--- src/rtl/swerv_nbload_cam_if.sv ---
// rtl/swerv_nbload_cam_if.sv - decode/LSU side bundle of the non-blocking load CAM
// Parameters: DEPTH (entries), TAG_W (derived tag width)
// master (decode/LSU): drives alloc_valid/alloc_rd, wb_valid/wb_tag,
//   cancel_valid/cancel_tag, rs1_addr/rs2_addr; observes alloc_ready/alloc_tag,
//   rs1_hit/rs2_hit, nb_wb_valid/nb_wb_rd/nb_wb_tag/nb_wb_wen, count, proto_err
// slave (CAM): the mirror image of master
interface swerv_nbload_cam_if #(
  parameter int DEPTH = 4,
  parameter int TAG_W = $clog2(DEPTH)
);
  logic             alloc_valid;
  logic [4:0]       alloc_rd;
  logic             alloc_ready;
  logic [TAG_W-1:0] alloc_tag;
  logic             wb_valid;
  logic [TAG_W-1:0] wb_tag;
  logic             cancel_valid;
  logic [TAG_W-1:0] cancel_tag;
  logic [4:0]       rs1_addr;
  logic [4:0]       rs2_addr;
  logic             rs1_hit;
  logic             rs2_hit;
  logic             nb_wb_valid;
  logic [4:0]       nb_wb_rd;
  logic [TAG_W-1:0] nb_wb_tag;
  logic             nb_wb_wen;
  logic [TAG_W:0]   count;
  logic             proto_err;

  modport master (
    output alloc_valid, alloc_rd, wb_valid, wb_tag, cancel_valid, cancel_tag,
           rs1_addr, rs2_addr,
    input  alloc_ready, alloc_tag, rs1_hit, rs2_hit, nb_wb_valid, nb_wb_rd,
           nb_wb_tag, nb_wb_wen, count, proto_err
  );

  modport slave (
    input  alloc_valid, alloc_rd, wb_valid, wb_tag, cancel_valid, cancel_tag,
           rs1_addr, rs2_addr,
    output alloc_ready, alloc_tag, rs1_hit, rs2_hit, nb_wb_valid, nb_wb_rd,
           nb_wb_tag, nb_wb_wen, count, proto_err
  );
endinterface

--- src/rtl/swerv_nbload_cam.sv ---
// rtl/swerv_nbload_cam.sv - outstanding non-blocking load tracker with WAW suppression
// Ports: clk, rst_l (async active-low), bus (swerv_nbload_cam_if.slave):
//   allocate (alloc_valid/alloc_rd -> alloc_ready/alloc_tag), writeback by tag
//   (wb_valid/wb_tag), cancel by tag (cancel_valid/cancel_tag), RAW lookup
//   (rs1/rs2_addr -> rs1/rs2_hit), registered completion (nb_wb_*), count, proto_err.
// Option: RV_NBLOAD_WB_BYPASS_EN - lookup ignores the entry being written back this cycle.
module swerv_nbload_cam #(
  parameter  int DEPTH = 4,
  localparam int TAG_W = $clog2(DEPTH)
) (
  input logic                clk,
  input logic                rst_l,
  swerv_nbload_cam_if.slave  bus
);

  logic [DEPTH-1:0] valid_q, stale_q, valid_d, stale_d, live;
  logic [4:0]       rd_q [DEPTH];
  logic [4:0]       rd_d [DEPTH];

  logic [TAG_W-1:0] free_tag;
  logic             any_free;
  logic             wb_hit, cancel_hit, wb_stale;
  logic [4:0]       wb_rd;
  logic             alloc_fire, full_err, wb_fire, wb_err, cancel_fire;
  logic [TAG_W:0]   cnt_d, count_q;
  logic             nb_valid_q, nb_wen_q, err_q;
  logic [4:0]       nb_rd_q;
  logic [TAG_W-1:0] nb_tag_q;

  // Free list from registered valid bits only; descending scan leaves the lowest index.
  always_comb begin
    any_free = 1'b0;
    free_tag = '0;
    for (int i = DEPTH - 1; i >= 0; i--) begin
      if (!valid_q[i]) begin
        any_free = 1'b1;
        free_tag = TAG_W'(i);
      end
    end
  end

  // Tag-addressed reads done by compare so non-power-of-two DEPTH never indexes past the array.
  always_comb begin
    wb_hit     = 1'b0;
    wb_rd      = '0;
    wb_stale   = 1'b0;
    cancel_hit = 1'b0;
    for (int i = 0; i < DEPTH; i++) begin
      if (bus.wb_tag == TAG_W'(i)) begin
        wb_hit   = valid_q[i];
        wb_rd    = rd_q[i];
        wb_stale = stale_q[i];
      end
      if (bus.cancel_tag == TAG_W'(i)) cancel_hit = valid_q[i];
    end
  end

  assign alloc_fire  = bus.alloc_valid && any_free;
  assign full_err    = bus.alloc_valid && !any_free;
  assign cancel_fire = bus.cancel_valid && cancel_hit;
  // A same-tag cancel swallows the writeback entirely.
  assign wb_fire     = bus.wb_valid && wb_hit &&
                       !(bus.cancel_valid && (bus.cancel_tag == bus.wb_tag));
  assign wb_err      = bus.wb_valid && !wb_hit;

  always_comb begin
    valid_d = valid_q;
    stale_d = stale_q;
    rd_d    = rd_q;
    for (int i = 0; i < DEPTH; i++) begin
      // Older writers of the same rd lose their register-file write.
      if (alloc_fire && valid_q[i] && (rd_q[i] == bus.alloc_rd) && (bus.alloc_rd != 5'd0))
        stale_d[i] = 1'b1;
      if ((wb_fire && (bus.wb_tag == TAG_W'(i))) ||
          (cancel_fire && (bus.cancel_tag == TAG_W'(i)))) begin
        valid_d[i] = 1'b0;
        stale_d[i] = 1'b0;
      end
      // The allocated slot was free at the edge, so it never collides with the frees above.
      if (alloc_fire && (free_tag == TAG_W'(i))) begin
        valid_d[i] = 1'b1;
        stale_d[i] = 1'b0;
        rd_d[i]    = bus.alloc_rd;
      end
    end
  end

  always_comb begin
    cnt_d = '0;
    for (int i = 0; i < DEPTH; i++) begin
      if (valid_d[i]) cnt_d = cnt_d + (TAG_W + 1)'(1);
    end
  end

  always_comb begin
    live = valid_q & ~stale_q;
`ifdef RV_NBLOAD_WB_BYPASS_EN
    for (int i = 0; i < DEPTH; i++) begin
      if (bus.wb_valid && (bus.wb_tag == TAG_W'(i))) live[i] = 1'b0;
    end
`endif
  end

  always_comb begin
    bus.rs1_hit = 1'b0;
    bus.rs2_hit = 1'b0;
    for (int i = 0; i < DEPTH; i++) begin
      if (live[i] && (rd_q[i] == bus.rs1_addr) && (bus.rs1_addr != 5'd0)) bus.rs1_hit = 1'b1;
      if (live[i] && (rd_q[i] == bus.rs2_addr) && (bus.rs2_addr != 5'd0)) bus.rs2_hit = 1'b1;
    end
  end

  always_ff @(posedge clk or negedge rst_l) begin
    if (!rst_l) begin
      valid_q    <= '0;
      stale_q    <= '0;
      for (int i = 0; i < DEPTH; i++) rd_q[i] <= '0;
      count_q    <= '0;
      nb_valid_q <= 1'b0;
      nb_rd_q    <= '0;
      nb_tag_q   <= '0;
      nb_wen_q   <= 1'b0;
      err_q      <= 1'b0;
    end else begin
      valid_q    <= valid_d;
      stale_q    <= stale_d;
      rd_q       <= rd_d;
      count_q    <= cnt_d;
      nb_valid_q <= wb_fire;
      nb_wen_q   <= wb_fire && !wb_stale && (wb_rd != 5'd0);
      err_q      <= full_err || wb_err;
      if (wb_fire) begin
        nb_rd_q  <= wb_rd;
        nb_tag_q <= bus.wb_tag;
      end
    end
  end

  assign bus.alloc_ready = any_free;
  assign bus.alloc_tag   = free_tag;
  assign bus.nb_wb_valid = nb_valid_q;
  assign bus.nb_wb_rd    = nb_rd_q;
  assign bus.nb_wb_tag   = nb_tag_q;
  assign bus.nb_wb_wen   = nb_wen_q;
  assign bus.count       = count_q;
  assign bus.proto_err   = err_q;

endmodule

--- src/flat_wrapper.sv ---
// flat-port wrapper written by rule: the top's interface ports become plain ports
module swerv_nbload_cam_flat 
#(
  parameter  int DEPTH = 4,
  localparam int TAG_W = $clog2(DEPTH)
)
  (clk, rst_l, bus_alloc_valid, bus_alloc_rd, bus_wb_valid, bus_wb_tag, bus_cancel_valid, bus_cancel_tag, bus_rs1_addr, bus_rs2_addr, bus_alloc_ready, bus_alloc_tag, bus_rs1_hit, bus_rs2_hit, bus_nb_wb_valid, bus_nb_wb_rd, bus_nb_wb_tag, bus_nb_wb_wen, bus_count, bus_proto_err);
  swerv_nbload_cam_if #(.DEPTH(DEPTH)) bus_i ();
  input logic clk;
  input logic rst_l;
  input wire logic [$bits(bus_i.alloc_valid)-1:0] bus_alloc_valid;
  input wire logic [$bits(bus_i.alloc_rd)-1:0] bus_alloc_rd;
  input wire logic [$bits(bus_i.wb_valid)-1:0] bus_wb_valid;
  input wire logic [$bits(bus_i.wb_tag)-1:0] bus_wb_tag;
  input wire logic [$bits(bus_i.cancel_valid)-1:0] bus_cancel_valid;
  input wire logic [$bits(bus_i.cancel_tag)-1:0] bus_cancel_tag;
  input wire logic [$bits(bus_i.rs1_addr)-1:0] bus_rs1_addr;
  input wire logic [$bits(bus_i.rs2_addr)-1:0] bus_rs2_addr;
  output wire logic [$bits(bus_i.alloc_ready)-1:0] bus_alloc_ready;
  output wire logic [$bits(bus_i.alloc_tag)-1:0] bus_alloc_tag;
  output wire logic [$bits(bus_i.rs1_hit)-1:0] bus_rs1_hit;
  output wire logic [$bits(bus_i.rs2_hit)-1:0] bus_rs2_hit;
  output wire logic [$bits(bus_i.nb_wb_valid)-1:0] bus_nb_wb_valid;
  output wire logic [$bits(bus_i.nb_wb_rd)-1:0] bus_nb_wb_rd;
  output wire logic [$bits(bus_i.nb_wb_tag)-1:0] bus_nb_wb_tag;
  output wire logic [$bits(bus_i.nb_wb_wen)-1:0] bus_nb_wb_wen;
  output wire logic [$bits(bus_i.count)-1:0] bus_count;
  output wire logic [$bits(bus_i.proto_err)-1:0] bus_proto_err;
  assign bus_i.alloc_valid = bus_alloc_valid;
  assign bus_i.alloc_rd = bus_alloc_rd;
  assign bus_i.wb_valid = bus_wb_valid;
  assign bus_i.wb_tag = bus_wb_tag;
  assign bus_i.cancel_valid = bus_cancel_valid;
  assign bus_i.cancel_tag = bus_cancel_tag;
  assign bus_i.rs1_addr = bus_rs1_addr;
  assign bus_i.rs2_addr = bus_rs2_addr;
  assign bus_alloc_ready = bus_i.alloc_ready;
  assign bus_alloc_tag = bus_i.alloc_tag;
  assign bus_rs1_hit = bus_i.rs1_hit;
  assign bus_rs2_hit = bus_i.rs2_hit;
  assign bus_nb_wb_valid = bus_i.nb_wb_valid;
  assign bus_nb_wb_rd = bus_i.nb_wb_rd;
  assign bus_nb_wb_tag = bus_i.nb_wb_tag;
  assign bus_nb_wb_wen = bus_i.nb_wb_wen;
  assign bus_count = bus_i.count;
  assign bus_proto_err = bus_i.proto_err;
  swerv_nbload_cam #(.DEPTH(DEPTH)) u_core (.clk(clk), .rst_l(rst_l), .bus(bus_i));
endmodule
--- config.mk ---
export PLATFORM = sky130hd
export DESIGN_NAME = swerv_nbload_cam_flat
export DESIGN_NICKNAME = d
export VERILOG_FILES = /design/src/rtl/swerv_nbload_cam_if.sv /design/src/rtl/swerv_nbload_cam.sv /design/src/flat_wrapper.sv
export SDC_FILE = /design/constraint.sdc
export NUM_CORES = 1
export LEC_CHECK = 0
export ABC_AREA = 1
export ABC_CLOCK_PERIOD_IN_PS = 4100
export CAP_MARGIN = 25
export CORE_MARGIN = 2
export CORE_UTILIZATION = 57
export CTS_BUF_LIST = sky130_fd_sc_hd__clkbuf_4
export DETAILED_ROUTE_END_ITERATION = 7
export PLACE_DENSITY = 0.92
export SYNTH_ARGS = -nofsm -noshare
export SYNTH_HDL_FRONTEND = slang
export SYNTH_SLANG_ARGS = --single-unit
--- constraint.sdc ---
create_clock -name clk -period 4.1 [get_ports clk]
set_input_delay 1.025 -clock clk [delete_from_list [all_inputs] [get_ports clk]]
set_output_delay 1.025 -clock clk [all_outputs]
set_load 0.005 [all_outputs]
=== Word level (Yosys, flattened, before mapping) ===
Cells that the tools add are included.

* Add/sub/neg operators: 3
* Eq/ne operators: 22
* Multiplexer cells: 56
* Bitwise logic cells: 2
* Reductions and logical operators: 69

{| class="wikitable"
|+ Operator list
! operator !! number
|-
| == test 5 bit || 12
|-
| logical AND 1 bit || 49
|-
| two-way mux 1 bit || 45
|-
| two-way mux 5 bit || 4
|-
| nonzero test 5 bit || 4
|-
| == test 2 bit, second input constant || 6
|-
| nonzero test 3 bit || 4
|-
| two-way mux 3 bit || 3
|-
| two-way mux 2 bit || 4
|-
| adder 3 x 1 -> 3 bit, second input constant || 2
|-
| == test 2 x 1 -> 1 bit, second input constant || 3
|-
| logical NOT 2 bit || 3
|-
| logical OR 1 bit || 5
|-
| bitwise AND 4 bit || 1
|-
| logical NOT 1 bit || 4
|-
| inverter 4 bit || 1
|-
| adder 1 x 1 -> 2 bit, second input constant || 1
|-
| == test 2 bit || 1
|}

* Flip-flop bits (word level): 41
* Bits of input ports: 24
* Output and inout port bits: 18
* Word-level logic and storage cells: 167

=== Depth between registers and ports, before layout ===
* Word-level depth: 18
* Gate-level depth with buffers: 18
* Depth with buffers taken out: 18

=== Worst setup path after synthesis ===
Ideal clock, no wire load.

* Path kind: input to output
* Start point: input bus_rs1_addr[0]
* End point: output bus_rs1_hit
* Arrival time: 1.858 ns
* Data required time: 3.075 ns
* Path slack: 1.217 ns
* Cell stages on the path: 5
* Buffers on the path: 1
* Path through: clkbuf_1 nand2_1 a221oi_1 nand3_1 a41oi_1

* Word-level cells in the longest chain between the ends: 7
* Elaborated cells between the ends (all ways): 17

{| class="wikitable"
|+ Ends and longest elaborated chain
! item !! line !! source
|-
| from (decl) || flat_wrapper.sv:17 || <nowiki>input wire logic [$bits(bus_i.rs1_addr)-1:0] bus_rs1_addr;</nowiki>
|-
| == test 5 bit || swerv_nbload_cam.sv:108 || <nowiki>if (live[i] && (rd_q[i] == bus.rs1_addr) && (bus.rs1_addr != 5'd0)) bus.rs1_hit = 1'b1;</nowiki>
|-
| logical AND 1 bit (2 in a row) || swerv_nbload_cam.sv:108 ||
|-
| two-way mux 1 bit (3 in a row) || swerv_nbload_cam.sv:108 ||
|-
| two-way mux 1 bit * || swerv_nbload_cam.sv:108 ||
|-
| to (decl) || flat_wrapper.sv:21 || <nowiki>output wire logic [$bits(bus_i.rs1_hit)-1:0] bus_rs1_hit;</nowiki>
|}

Every way passes the cells marked *; elsewhere a longest branch is shown, timed or not.

=== Worst setup path in the final report ===
* Start point: input bus_rs2_addr[0]
* End point: output bus_rs2_hit

* Word-level cells in the longest chain between the ends: 7
* Elaborated cells between the ends (all ways): 17

{| class="wikitable"
|+ Ends and longest elaborated chain
! item !! line !! source
|-
| from (decl) || flat_wrapper.sv:18 || <nowiki>input wire logic [$bits(bus_i.rs2_addr)-1:0] bus_rs2_addr;</nowiki>
|-
| == test 5 bit || swerv_nbload_cam.sv:109 || <nowiki>if (live[i] && (rd_q[i] == bus.rs2_addr) && (bus.rs2_addr != 5'd0)) bus.rs2_hit = 1'b1;</nowiki>
|-
| logical AND 1 bit (2 in a row) || swerv_nbload_cam.sv:109 ||
|-
| two-way mux 1 bit (3 in a row) || swerv_nbload_cam.sv:109 ||
|-
| two-way mux 1 bit * || swerv_nbload_cam.sv:109 ||
|-
| to (decl) || flat_wrapper.sv:22 || <nowiki>output wire logic [$bits(bus_i.rs2_hit)-1:0] bus_rs2_hit;</nowiki>
|}

Marked as above.

==> summary.txt <==
STA
  – Final count of hold timing violations: 0
  – Fmax achieved: 254 MHz
  – Worst-margin pin slew: 0.917 ns
  – Final period util: 0.961
  – Slew Viols, Final: 0
  – Fin Hold WS: 0.501 ns
  – Sum of negative setup slack: 0 ns
  – Max-slew headroom: 0.388
  – RSZ-0062 raised after global routing: no
  – Tmin final: 3.94 ns
  – Setup Viol. Count Final: 0
  – Setup Skew: 0.0130 ns

Pwr
  – Part of the power in combinational logic: 0.529
  – Clock Power Share: 0.091
  – Int Pwr: 1.17 mW
  – Sw Ratio: 0.473
  – Pwr per Cell Area: 675 nW/um2
  – Sw Pwr: 1.05 mW
  – Sequential fraction of design power: 0.380
  – Peak VDD IR: 456 uV
  – Leak pwr: 1.54 nW

Outcome
  – Status: completed

Floorplan
  – Die ar.: 5440 um2
  – Starting Density: 0.587
  – Total core area: 4720 um2
  – I/O pin total: 42
  – Vert. Die Dim: 73.8 um
  – Std cell rows: 25
  – Die X: 73.8 um

Synthesis
  – Synth cell types: 34
  – Post-synth EDFFs: 0
  – Synthesized area per cell: 7.09 um2
  – Synth warn: 0
  – Sequential area share after synthesis: 0.370
  – Mapped Nets: 417
  – Ys flop type: dfrtp_1
  – Async S/R FF share, synth: 1.00
  – Post-Syn Area: 2770 um2
  – Mapped Cells: 391
  – Synthesized flop and latch total: 41

CTS
  – H-tree depth: 2
  – CTS max path bufs: 2
  – Clock Tree Root: clkbuf_4
  – Clock latency at the later pin of the worst-skew pair: 0.36 ns
  – Clk slew on worst S/H paths: 0.12 ns
  – Setup Fix Bufs, Post-CTS: 0
  – Clock tree from TritonCTS: built
  – TritonCTS sink count: 41
  – Post-CTS Resized: 0
  – Cts bufs inserted: 5
  – Hold buffers post-CTS: 0

Job
  – Max-cap viol count: 0

GRT
  – First-pass GRT wire length: 13.1 mm
  – Vias in the first global route: 2,648
  – Total GRT Usage: 0.318
  – Antenna violations before repair: 0
  – Largest net degree at the start of global routing: 42
  – Overflow after GRT: 0

Finish
  – Share of cells above drive strength 1: 0.0580
  – Area grow syn2layout: 18.2%
  – Final Net Count: 456
  – Antenna cell count: 0

Critical path
  – Crit path kind: in -> out
  – Crit-path slowest cell: clkdlybuf4s50_1
  – CP cell instances: clkdlybuf4s50_1 > inv_1 > nor2_1 > nor3_1 > nand4_1 > a41oi_1 > clkdlybuf4s50_1
  – Type of origin of the critical path: input pin
  – CP max FO: 7
  – Worst path most repeated cell: clkdlybuf4s50_1
  – Arrival @ worst endpoint: 2.91 ns
  – Crit path largest cell delay: 0.55 ns
  – Worst EP required: 3.07 ns
  – CP Capture Type: output port

Placed design
  – Final RePlAce weighted congestion: 0.968
  – PortBufs: 41
  – DP Wirelength: 6.27 mm

Routing
  – 1st-iter DRT viols: 428
  – # DRC: 0
  – Routed via count: 2,966
  – ANT nets after route: 0
  – Routed len/inst: 16.4 um
  – Vias per cell: 5.96
  – Total wire length: 8.16 mm
  – Drt first pass iters: 5

Min path
  – Tightest Hold Check Type: reg -> reg
[logic make-up (layout without fill, tap and decap cells)]
logic type / Yosys count / in the layout / share of synthesized area
AOI/OAI and AO/OA: 95 / 95 / 0.199
and+or+nand+nor: 170 / 170 / 0.276
xor gates and xnor gates: 16 / 16 / 0.0505
buffers and inverters: 67 / 107 / 0.0947
DFF: 41 / 41 / 0.370
adders and majority gates: 2 / 2 / 0.00902
[registers in the layout, summed over array words and instances (netlist names)]
register and count:
u_core.bus.nb_wb_valid 1, u_core.bus.nb_wb_wen 1, u_core.valid_q 4, u_core.bus.nb_wb_tag 2
u_core.rd_q 20, u_core.stale_q 4, u_core.bus.count 3, u_core.bus.nb_wb_rd 5
u_core.bus.proto_err 1
[critical path: cells and delay by family]
family	cells	cell delay, ns
AOI/OAI and AO/OA	1	0.23
buffers and inverters	3	1.25
and+or+nand+nor	3	0.41
[power by group through the flow]
stage          Combinational [mW]  Clock (mW)  Sequential, mW
2_1_floorplan               0.784           0           0.739
3_3_place_gp                 1.13           0           0.834
3_5_place_dp                 1.16           0           0.836
4_1_cts                      1.16       0.205           0.827
5_1_grt                      1.32       0.217           0.857
6_report                     1.17       0.200           0.842
[Yosys cell counts (2+ instances only)]
| library cell | instances | area, um2 |
|---|---|---|
| o21ai_0 | 27 | 135 |
| o221ai_1 | 3 | 26.3 |
| xnor2_1 | 8 | 70.1 |
| a41oi_1 | 3 | 26.3 |
| o21ai_1 | 6 | 30.0 |
| a211oi_1 | 2 | 15.0 |
| nand3_1 | 26 | 130 |
| xor2_1 | 8 | 70.1 |
| o211ai_1 | 2 | 15.0 |
| clkbuf_1 | 7 | 26.3 |
| a221oi_1 | 2 | 17.5 |
| inv_1 | 51 | 191 |
| nand3b_1 | 3 | 22.5 |
| nand2_1 | 85 | 319 |
| dfrtp_1 | 41 | 1030 |
| o22ai_1 | 25 | 156 |
| a21oi_1 | 23 | 115 |
| nor2_1 | 22 | 82.6 |
| nand2_4 | 2 | 22.5 |
| nor2_2 | 2 | 12.5 |
| nand2_2 | 4 | 25.0 |
| nor3_1 | 11 | 55.1 |
| inv_2 | 5 | 18.8 |
| nand4_1 | 12 | 75.1 |
| ha_1 | 2 | 25.0 |
[stage by stage]
step	util	worst slack (ns)	total power, mW	instance area, um2	std cells
6_report	0.694	0.161	2.22	3280	498
5_1_grt	0.694	0.109	2.39	3280	498
4_1_cts	0.694	0.229	2.19	3280	498
3_5_place_dp	0.683	0.235	1.99	3220	490
3_3_place_gp	0.683	0.228	1.96	3220	490
2_1_floorplan	-	1.22	1.52	2770	391
[layout by cell type (no fill, tap or decap), drive strengths merged]
master	count
a211oi	2
a21oi	23
a41oi	3
o22ai	25
o2111ai	1
xor2	8
nand2	91
dfrtp	41
nand3	27
clkinv	2
nor2	24
buf	2
clkbuf	6
nand4	12
and2	1
a21boi	1
ha	2
nor3	11
a221oi	2
o211ai	2
nor4	1
xnor2	8
o221ai	3
nand3b	3
o21ai	33
inv	57
clkdlybuf4s50	40
[layout make-up]
type / instances / area, um2
clock buffers: 6 / 45.0
clock inverters: 2 / 10.0
fillers: 394 / 1440
inverters: 57 / 216
multi-input cells: 283 / 1490
flip-flops and latches: 41 / 1030
well taps: 67 / 83.8
repair buffers: 42 / 413
[final timing paths]
| check | start | endpoint | slack, ns | cells after the start |
|---|---|---|---|---|
| hold reg to reg | u_core.bus.nb_wb_rd[2]$_DFFE_PN0N_ | u_core.bus.nb_wb_rd[2]$_DFFE_PN0N_ | 0.50 | 2 |
| setup reg to reg | u_core.valid_q[0]$_DFF_PN0_ | u_core.bus.count[2]$_DFF_PN0_ | 1.35 | 18 |
| max in group asynchronous | rst_l | u_core.rd_q[19]$_DFFE_PN0P_ | 2.74 | 1 |
| setup / recovery | bus_rs2_addr[0] | bus_rs2_hit | 0.16 | 7 |
| hold / removal | u_core.bus.nb_wb_rd[2]$_DFFE_PN0N_ | u_core.bus.nb_wb_rd[2]$_DFFE_PN0N_ | 0.50 | 2 |
| min in group asynchronous | rst_l | u_core.rd_q[18]$_DFFE_PN0P_ | 0.79 | 1 |
[routing by layer]
| metal | track usage | vias up | share of wire |
|---|---|---|---|
| li1 | - | 1406 | - |
| met1 | 0.458 | 1367 | 0.43 |
| met2 | 0.484 | 168 | 0.45 |
| met3 | 0.0439 | 25 | 0.090 |
| met4 | 0.121 | 0 | 0.030 |
| met5 | 0 | - | 0 |
Power figures use the tool's default switching activity.
